File: src/rtl/keypad_pkg.sv
// Purpose : shared types and constants for the keypad responder slice.
// Latency : n/a (package only).
// Backpr. : n/a (package only).
// Contents: FSM state enum, key position struct, key->{row,col} lookup,
//           LFSR seed/taps and the idle column level.
package keypad_pkg;

  typedef enum logic [2:0] {
    ST_IDLE,
    ST_PRESS_BOUNCE,
    ST_HOLD,
    ST_REL_BOUNCE,
    ST_GAP
  } state_e;

  typedef struct packed {
    logic [1:0] row;
    logic [1:0] col;
  } key_pos_t;

  // x^8+x^6+x^5+x^4+1 on a left-shifting register: taps at bits 7,5,4,3.
  localparam logic [7:0] LFSR_SEED = 8'hA5;
  localparam logic [7:0] LFSR_TAPS = 8'hB8;

  localparam logic [3:0] COLS_IDLE = 4'b1111;

  // Layout: row 0 = 1 2 3 A, row 1 = 4 5 6 B, row 2 = 7 8 9 C, row 3 = E 0 F D.
  function automatic key_pos_t key_to_pos(input logic [3:0] key);
    key_pos_t pos;
    case (key)
      4'h1: pos = '{row: 2'd0, col: 2'd0};
      4'h2: pos = '{row: 2'd0, col: 2'd1};
      4'h3: pos = '{row: 2'd0, col: 2'd2};
      4'hA: pos = '{row: 2'd0, col: 2'd3};
      4'h4: pos = '{row: 2'd1, col: 2'd0};
      4'h5: pos = '{row: 2'd1, col: 2'd1};
      4'h6: pos = '{row: 2'd1, col: 2'd2};
      4'hB: pos = '{row: 2'd1, col: 2'd3};
      4'h7: pos = '{row: 2'd2, col: 2'd0};
      4'h8: pos = '{row: 2'd2, col: 2'd1};
      4'h9: pos = '{row: 2'd2, col: 2'd2};
      4'hC: pos = '{row: 2'd2, col: 2'd3};
      4'hE: pos = '{row: 2'd3, col: 2'd0};
      4'h0: pos = '{row: 2'd3, col: 2'd1};
      4'hF: pos = '{row: 2'd3, col: 2'd2};
      default: pos = '{row: 2'd3, col: 2'd3};  // 4'hD
    endcase
    return pos;
  endfunction

endpackage

File: src/rtl/keypad_responder_bounce_lfsr.sv
// Purpose : free-running 8-bit Fibonacci LFSR that supplies contact chatter.
// Latency : new bit every cycle; output is the registered lfsr[0].
// Backpr. : none, advances unconditionally.
// Ports   : clk, rst_n (async active-low, reloads the seed), bounce_bit out.
module bounce_lfsr
  import keypad_pkg::*;
(
  input  logic clk,
  input  logic rst_n,
  output logic bounce_bit
);

  logic [7:0] lfsr_q;
  logic [7:0] lfsr_d;

  always_comb begin
    lfsr_d = {lfsr_q[6:0], ^(lfsr_q & LFSR_TAPS)};
  end

  always_ff @(posedge clk or negedge rst_n) begin
    if (!rst_n) begin
      lfsr_q <= LFSR_SEED;
    end else begin
      lfsr_q <= lfsr_d;
    end
  end

  assign bounce_bit = lfsr_q[0];

endmodule

File: src/rtl/keypad_responder.sv
// Purpose : keypad matrix model; presses a requested key with bounce/hold/release/gap.
// Latency : contact changes the cycle after acceptance; rows->columns is combinational.
// Backpr. : req_ready low (requests ignored) from acceptance until the gap has ended.
// Ports   : clk, reset (async active-low), req_valid/req_key/req_ready request handshake,
//           rows (active-high drive, rows[3]=row 0), columns (active-low sense,
//           columns[3]=col 0), busy, done (one-cycle pulse on sequence completion).
module keypad_responder
  import keypad_pkg::*;
#(
  parameter int BOUNCE_CYCLES = 8,
  parameter int HOLD_CYCLES   = 64,
  parameter int GAP_CYCLES    = 16
) (
  input  logic       clk,
  input  logic       reset,
  input  logic       req_valid,
  input  logic [3:0] req_key,
  output logic       req_ready,
  input  logic [3:0] rows,
  output logic [3:0] columns,
  output logic       busy,
  output logic       done
);

  localparam int MAX_BH  = (BOUNCE_CYCLES > HOLD_CYCLES) ? BOUNCE_CYCLES : HOLD_CYCLES;
  localparam int MAX_CYC = (MAX_BH > GAP_CYCLES) ? MAX_BH : GAP_CYCLES;
  localparam int CNT_W   = $clog2(MAX_CYC + 1);

  // The counter holds "cycles left after this one", so a phase of N cycles loads N-1.
  localparam logic [CNT_W-1:0] B_LOAD = (BOUNCE_CYCLES > 0) ? CNT_W'(BOUNCE_CYCLES - 1) : '0;
  localparam logic [CNT_W-1:0] H_LOAD = (HOLD_CYCLES > 0)   ? CNT_W'(HOLD_CYCLES - 1)   : '0;
  localparam logic [CNT_W-1:0] G_LOAD = (GAP_CYCLES > 0)    ? CNT_W'(GAP_CYCLES - 1)    : '0;

  state_e           state_q, state_d;
  logic [CNT_W-1:0] cnt_q, cnt_d;
  key_pos_t         pos_q, pos_d;
  logic             contact_q, contact_d;
  logic             done_q, done_d;
  logic             bounce_bit;

  bounce_lfsr u_lfsr (
    .clk       (clk),
    .rst_n     (reset),
    .bounce_bit(bounce_bit)
  );

  // Next-state logic. Zero-length bounce/gap phases are skipped outright.
  always_comb begin
    state_d = state_q;
    cnt_d   = cnt_q;
    pos_d   = pos_q;
    done_d  = 1'b0;
    case (state_q)
      ST_IDLE: begin
        if (req_valid) begin
          pos_d = key_to_pos(req_key);
          if (BOUNCE_CYCLES > 0) begin
            state_d = ST_PRESS_BOUNCE;
            cnt_d   = B_LOAD;
          end else begin
            state_d = ST_HOLD;
            cnt_d   = H_LOAD;
          end
        end
      end
      ST_PRESS_BOUNCE: begin
        if (cnt_q == '0) begin
          state_d = ST_HOLD;
          cnt_d   = H_LOAD;
        end else begin
          cnt_d = cnt_q - 1'b1;
        end
      end
      ST_HOLD: begin
        if (cnt_q == '0) begin
          if (BOUNCE_CYCLES > 0) begin
            state_d = ST_REL_BOUNCE;
            cnt_d   = B_LOAD;
          end else if (GAP_CYCLES > 0) begin
            state_d = ST_GAP;
            cnt_d   = G_LOAD;
          end else begin
            state_d = ST_IDLE;
            done_d  = 1'b1;
          end
        end else begin
          cnt_d = cnt_q - 1'b1;
        end
      end
      ST_REL_BOUNCE: begin
        if (cnt_q == '0) begin
          if (GAP_CYCLES > 0) begin
            state_d = ST_GAP;
            cnt_d   = G_LOAD;
          end else begin
            state_d = ST_IDLE;
            done_d  = 1'b1;
          end
        end else begin
          cnt_d = cnt_q - 1'b1;
        end
      end
      ST_GAP: begin
        if (cnt_q == '0) begin
          state_d = ST_IDLE;
          done_d  = 1'b1;
        end else begin
          cnt_d = cnt_q - 1'b1;
        end
      end
      default: begin
        state_d = ST_IDLE;
        cnt_d   = '0;
      end
    endcase

    // Contact is registered from the state being entered, so it lines up with that state.
    case (state_d)
      ST_PRESS_BOUNCE, ST_REL_BOUNCE: contact_d = bounce_bit;
      ST_HOLD:                        contact_d = 1'b1;
      default:                        contact_d = 1'b0;
    endcase
  end

  always_ff @(posedge clk or negedge reset) begin
    if (!reset) begin
      state_q   <= ST_IDLE;
      cnt_q     <= '0;
      pos_q     <= '0;
      contact_q <= 1'b0;
      done_q    <= 1'b0;
    end else begin
      state_q   <= state_d;
      cnt_q     <= cnt_d;
      pos_q     <= pos_d;
      contact_q <= contact_d;
      done_q    <= done_d;
    end
  end

  assign req_ready = (state_q == ST_IDLE);
  assign busy      = (state_q != ST_IDLE);
  assign done      = done_q;

  // Other driven rows do not mask the target row; only its own row bit matters.
  always_comb begin
    columns = COLS_IDLE;
    if (contact_q && rows[2'd3 - pos_q.row]) begin
      columns[2'd3 - pos_q.col] = 1'b0;
    end
  end

endmodule
File: config.mk
export PLATFORM = sky130hd
export DESIGN_NAME = keypad_responder
export DESIGN_NICKNAME = d
export VERILOG_FILES = /design/src/rtl/keypad_pkg.sv /design/src/rtl/keypad_responder_bounce_lfsr.sv /design/src/rtl/keypad_responder.sv
export SDC_FILE = /design/constraint.sdc
export NUM_CORES = 1
export LEC_CHECK = 0
export ABC_AREA = 1
export CAP_MARGIN = 10
export CORE_MARGIN = 4
export CORE_UTILIZATION = 53
export CTS_CLUSTER_DIAMETER = 80
export CTS_CLUSTER_SIZE = 14
export DETAILED_ROUTE_END_ITERATION = 7
export GPL_ROUTABILITY_DRIVEN = 0
export PLACE_DENSITY = 0.77
export SLEW_MARGIN = 20
export SYNTH_ARGS = -nofsm -noshare
export SYNTH_HDL_FRONTEND = slang
export SYNTH_HIERARCHICAL = 1
export SYNTH_SLANG_ARGS = --single-unit
File: constraint.sdc
create_clock -name clk -period 2.27 [get_ports clk]
set_clock_uncertainty 0.2 [all_clocks]
set_input_delay 0.3405 -clock clk [delete_from_list [all_inputs] [get_ports clk]]
set_output_delay 0.3405 -clock clk [all_outputs]
set_load 0.01 [all_outputs]
* Word level (Yosys, flattened, before mapping)
Memory sizes are Yosys's and may differ from the RTL's. A register that Yosys moved wholly into a read port is not among the register bits.
Index checks and enable logic that the tools add are counted.
** Storage, ports and cells
- Memories :: 1
- Input bits :: 11
- Output and inout bits :: 7
- Flip-flop bits (word level) :: 20
- Memory bits (read-only) :: 64
** Cells by class
- Magnitude comparators :: 3
- Add/sub/neg operators :: 3
- Bitwise operators :: 1
- Equality and inequality tests :: 9
- Multiplexer cells :: 20
- Reductions and logical operators :: 10
** Memories
- (name not given) :: depth 16, bits a word 4, rd ports 1, clocked after Yosys merged registers in 1, wr ports 0, line keypad_pkg.sv:30 : case (key)
** Operator list (count)
- two-way mux 7 bit :: 5
- one-hot mux 7 bit (5 select lines) :: 1
- two-way mux 3 bit :: 5
- one-hot mux 3 bit (5 select lines) :: 1
- equality test 3 x 2 -> 1 bit (second input constant) :: 4
- XOR reduction 8 bit :: 1
- logical NOT 7 bit :: 1
- subtractor 7 x 1 -> 7 bit (second input constant) :: 1
- equality test 3 x 1 -> 1 bit (second input constant) :: 2
- < comparator 2 x 3 -> 1 bit (second input constant) :: 2
- two-way mux 1 bit :: 4
- two-way mux 4 bit :: 1
- inequality test 2 bit (second input constant) :: 2
- inverter 4 bit :: 1
- AND reduction 2 bit :: 2
- subtractor 2 bit (first input constant) :: 2
- equality test 3 bit (second input constant) :: 1
- logical NOT 3 bit :: 1
- nonzero test 3 bit :: 1
- binary-select mux 1 bit (select 2 bit) :: 1
- demux 1 bit (select 2 bit) :: 1
- >= comparator 2 x 1 -> 1 bit (second input constant) :: 1
- logical AND 1 bit :: 2
- one-hot mux 1 bit (2 select lines) :: 1
- other kinds (2) :: 2

* Logic depth before layout (Yosys ltp)
- Word-level depth :: 7
- Mapped depth :: 11
- Depth with buffers taken out :: 11

* Cells and area by module
Netlist, hierarchy kept.
** By module, submodules not included
- keypad_responder :: times used 1, area each 1062.3 um^2, seq. area each 400.4 um^2, cells each 148
- bounce_lfsr :: times used 1, area each 276.5 um^2, seq. area each 205.2 um^2, cells each 25

* Worst setup path before layout
Ideal clock, no wire load.
- Path kind :: register to register
- From :: reg cnt_q[0]
- To :: reg contact_q
- Clock period less this slack :: 1.649 ns
- Path buffers :: 0
- Arrival :: 1.332 ns
- Setup time :: 0.118 ns
- Cell stages (with the launch flop) :: 12
- Path slack :: 0.621 ns
- Cell sequence :: dfrtp_1 inv_1 ha_1 nand2_1 nor2_2 nand2_4 inv_2 nand2_1 nand3_1 nand2_1 nand2_1 nand2_1
** Between the ends
- Cells in the longest elaborated chain, start to end :: 6
- Elaborated cells between the ends (all ways) :: 11
** Ends and longest elaborated chain
- start: declaration :: line keypad_responder.sv:35 : logic [CNT_W-1:0] cnt_q, cnt_d;
- start signal: assignment :: line keypad_responder.sv:134 : cnt_q <= cnt_d;
- logical NOT 7 bit (*)
- two-way mux 3 bit (on tied branches)
- one-hot mux 3 bit (5 select lines) (*) :: line keypad_responder.sv:53 : case (state_q)
- named net state_d[0] :: line keypad_responder.sv:34 : state_e state_q, state_d;
- equality test 3 x 1 -> 1 bit or equality test 3 x 2 -> 1 bit (tied branches) :: line keypad_responder.sv:118 : case (state_d)
- OR reduction 2 bit :: line keypad_responder.sv:118
- one-hot mux 1 bit (2 select lines) (*) :: line keypad_responder.sv:118
- named net contact_d :: line keypad_responder.sv:37 : logic contact_q, contact_d;
- end signal: assignment :: line keypad_responder.sv:136 : contact_q <= contact_d;
- end: declaration :: line keypad_responder.sv:37
Mark *: on every way through the listed nets, which the timed path passes. The rest lies on a longest branch.
A chain may end at the register's enable or synchronous reset.

* Worst setup path after layout
- From :: reg state_q[0]
- To :: out busy
** Between the ends
- Cells in the longest elaborated chain, start to end :: 1
** Ends and longest elaborated chain
- start: declaration :: line keypad_responder.sv:34
- start signal: assignment :: line keypad_responder.sv:133 : state_q <= state_d;
- nonzero test 3 bit :: line keypad_responder.sv:142 : assign busy = (state_q != ST_IDLE);
- end: declaration :: line keypad_responder.sv:21 : output logic busy,
Every way passes these cells.

==> impl_metrics.toml <==
[critical_path]
crit_chain = "inv_2 -> nand2_4 -> nor2_4 -> inv_2 -> clkdlybuf4s50_1"
cpMostUsedCell = "inv_2"
cpPeakStageDelay_ns = 0.47
critPathLaunchType = "register"
critPathKind = "register to primary output"
cp_max_fo = 6
crit_buf_inv = 3
crit_family = "buffers and inverters"
end_kind = "primary output"
critPathSlowestCell = "clkdlybuf4s50_1"
arrival_ns = 1.63
cp.required_ns = 1.73

[route]
wl_um = 2810
wl_per_cell_um = 12.5
drcViolationCount = 0
vias = 1169
first_iter_violations = 30
viasPerCell = 5.22
drtAntennaViolNets = 0
firstDrtPassIters = 4

[yosys]
avgSynthCellArea_um2 = 7.74
synth_seq_cells = 24
synth_area_um2 = 1340
syn_nets = 185
seq_area_frac_synth_pct = 45.2
yosys_warnings = 6
synthCells = 173
synth_cell_type_count = 27

[cells_and_area]
area_delta_synth_final_pct = 21.1
drive_above_1_share_pct = 15.3
num-fill-cells = 192
layout.cells.non_filler = 224
antennaDiodeCount = 0
fin_nets = 209

[sta]
hold_viol = 0
worstMarginPinSlew_ns = 0.302
setup_viol = 0
min_period_over_period_pct = 95.7
slew_violations = 0
fmax_ghz = 0.460
rsz0062_at_grt = "no"
fin_crit_ns = 2.17
fin_tns_setup_ns = 0
relSlewSlack_pct = 79.9

[floorplanning]
die-area_um2 = 3390
ios = 18
rows = 17
start_util_pct = 58.3
core_area_um2 = 2300
die_w_um = 58.3
die_h_um = 58.3

[clocking]
root_buffer = "clkbuf_4"
htree_levels = 1
clock-sinks = 24
clkTransAtPathRegs_ns = 0.14
cts_tree = "done"
cts_buffer_depth = 2
numCtsBuffers = 3
insertion_delay_ns = 0.32

[power_and_ir_drop]
leakage_nw = 0.803
ir_drop_uv = 840
cellPowerDensity_nw_per_um2 = 1180

[worst_hold_path]
hold_class = "input pin to asynchronous set/reset pin"

[placed_design]
dp.cells = 218
dp_hpwl_um = 2080
io_buffers = 17

[global_route]
grt_use_total_pct = 18.9
grt_first_pass_wirelength_um = 5000
grt_overflow = 0
antenna_found_initial = 0
grt_pass1_vias = 1175
grt_max_degree = 25

[job]
maxCapViolCount = 0

[run_status]
status = "finished clean"
cell usage after synthesis (all sizes together):
| master | instances | area [µm²] |
|---|---|---|
| nand2 | 45 | 184 |
| nor2 | 28 | 151 |
| inv | 24 | 95.1 |
| o21ai | 21 | 105 |
| dfrtp | 20 | 500 |
| nand3 | 13 | 70.1 |
| a21oi | 4 | 20.0 |
| dfstp | 4 | 105 |
| xnor2 | 3 | 26.3 |
| xor2 | 2 | 17.5 |
| a21boi | 1 | 7.51 |
| a22oi | 1 | 7.51 |
| buf | 1 | 3.75 |
| clkbuf | 1 | 3.75 |
| ha | 1 | 12.5 |
| nand3b | 1 | 7.51 |
| nor3 | 1 | 5.00 |
| o211ai | 1 | 7.51 |
| o221ai | 1 | 8.76 |
stage by stage:
step	hold slack, ns	worst slack, ns	total power [mW]	util (%)	instance area [µm²]
floorplan	-0.155	0.621	1.30	-	1340
global placement	0.135	-0.0772	1.53	67.5	1550
detailed placement	0.137	-0.152	1.56	67.5	1550
CTS	0.168	0.0409	1.88	69.6	1600
global route	0.181	0.00974	2.10	70.6	1620
finish	0.157	0.0970	1.92	70.6	1620
area by class of cell:
cell class | instances | area (µm²) | share of cell area, %
multi-input cells | 123 | 631 | 38.9
flip-flops and latches | 24 | 606 | 37.3
repair buffers | 21 | 203 | 12.5
inverters | 24 | 95.1 | 5.86
well taps | 28 | 35.0 | 2.16
clock inverters | 1 | 30.0 | 1.85
clock buffers | 3 | 22.5 | 1.39
final timing paths:
check,depth (start not counted),slack (ns),start,end
worst min-delay path,2,0.16,reset,cnt_q[6]
worst max register to register,11,0.41,cnt_q[0],contact_q
worst max-delay path,5,0.1,state_q[0],busy
worst min register to register,0,0.17,u_lfsr/lfsr_q[6],u_lfsr/lfsr_q[7]
min in group clk,0,0.17,u_lfsr/lfsr_q[6],u_lfsr/lfsr_q[7]
max in group asynchronous,2,1.43,reset,u_lfsr/lfsr_q[7]
worst register-to-register path, delay by kind of cell (launching register included):
kind	cells	cell delay [ns]
buf+inv	2	0.20
simple gates	8	0.77
flops	1	0.41
fa+ha+maj	1	0.19
metal layers:
layer | vias to the layer above | part of all wire, % | global-route usage [%] | wire length [µm]
met1 | 541 | 46 | 24.5 | 1300
met2 | 24 | 49 | 32.7 | 1370
met5 | - | 0 | 0 | 0
li1 | 600 | - | - | -
met3 | 4 | 4.2 | 2.67 | 119
met4 | 0 | 0.96 | 5.30 | 27
cell families after synthesis:
logic type | Yosys count | synth area share [%]
fa+ha+maj | 1 | 0.934
buf+inv | 26 | 7.66
flops | 24 | 45.2
xor+xnor | 5 | 3.27
simple gates | 88 | 31.2
compound gates | 29 | 11.7
flip-flops by register name (all words and copies together), names as in the netlist:
signal and count:
u_lfsr/lfsr_q 8, pos_q 4, cnt_q 7, contact_q 1
state_q 3, done 1
placed cells by master (no fill, tap or decap):
cell / instances
nand2_4: 2
o21ai_0: 18
inv_2: 6
a21oi_1: 4
nor2_1: 21
nor3_1: 1
dfstp_2: 4
ha_1: 1
xor2_1: 2
nand3_2: 1
nand3_1: 12
dfrtp_1: 20
dlymetal6s2s_1: 1
clkdlybuf4s50_1: 12
xnor2_1: 3
o221ai_1: 1
nand2_1: 43
a21boi_1: 1
inv_1: 16
nand3b_1: 1
a22oi_1: 1
clkbuf_4: 3
o211ai_1: 1
nor2_4: 3
buf_4: 4
o21ai_1: 3
inv_4: 2
nor2_8: 1
bufinv_16: 1
nor2_2: 3
clkdlybuf4s15_1: 4
report_power, final:
| part | switching (mW) | total [mW] | internal [mW] |
|---|---|---|---|
| clock network | 0.133 | 0.312 | 0.179 |
| registers | 0.0990 | 0.641 | 0.542 |
| logic | 0.592 | 0.967 | 0.375 |
repair_timing:
item,in CTS,in global routing
gates resized for setup,4,6
setup endpoints to repair,4,6
pin swaps,0,2
hold buffers,0,0
buffers inserted,0,2
(Power assumes the default switching activity.)
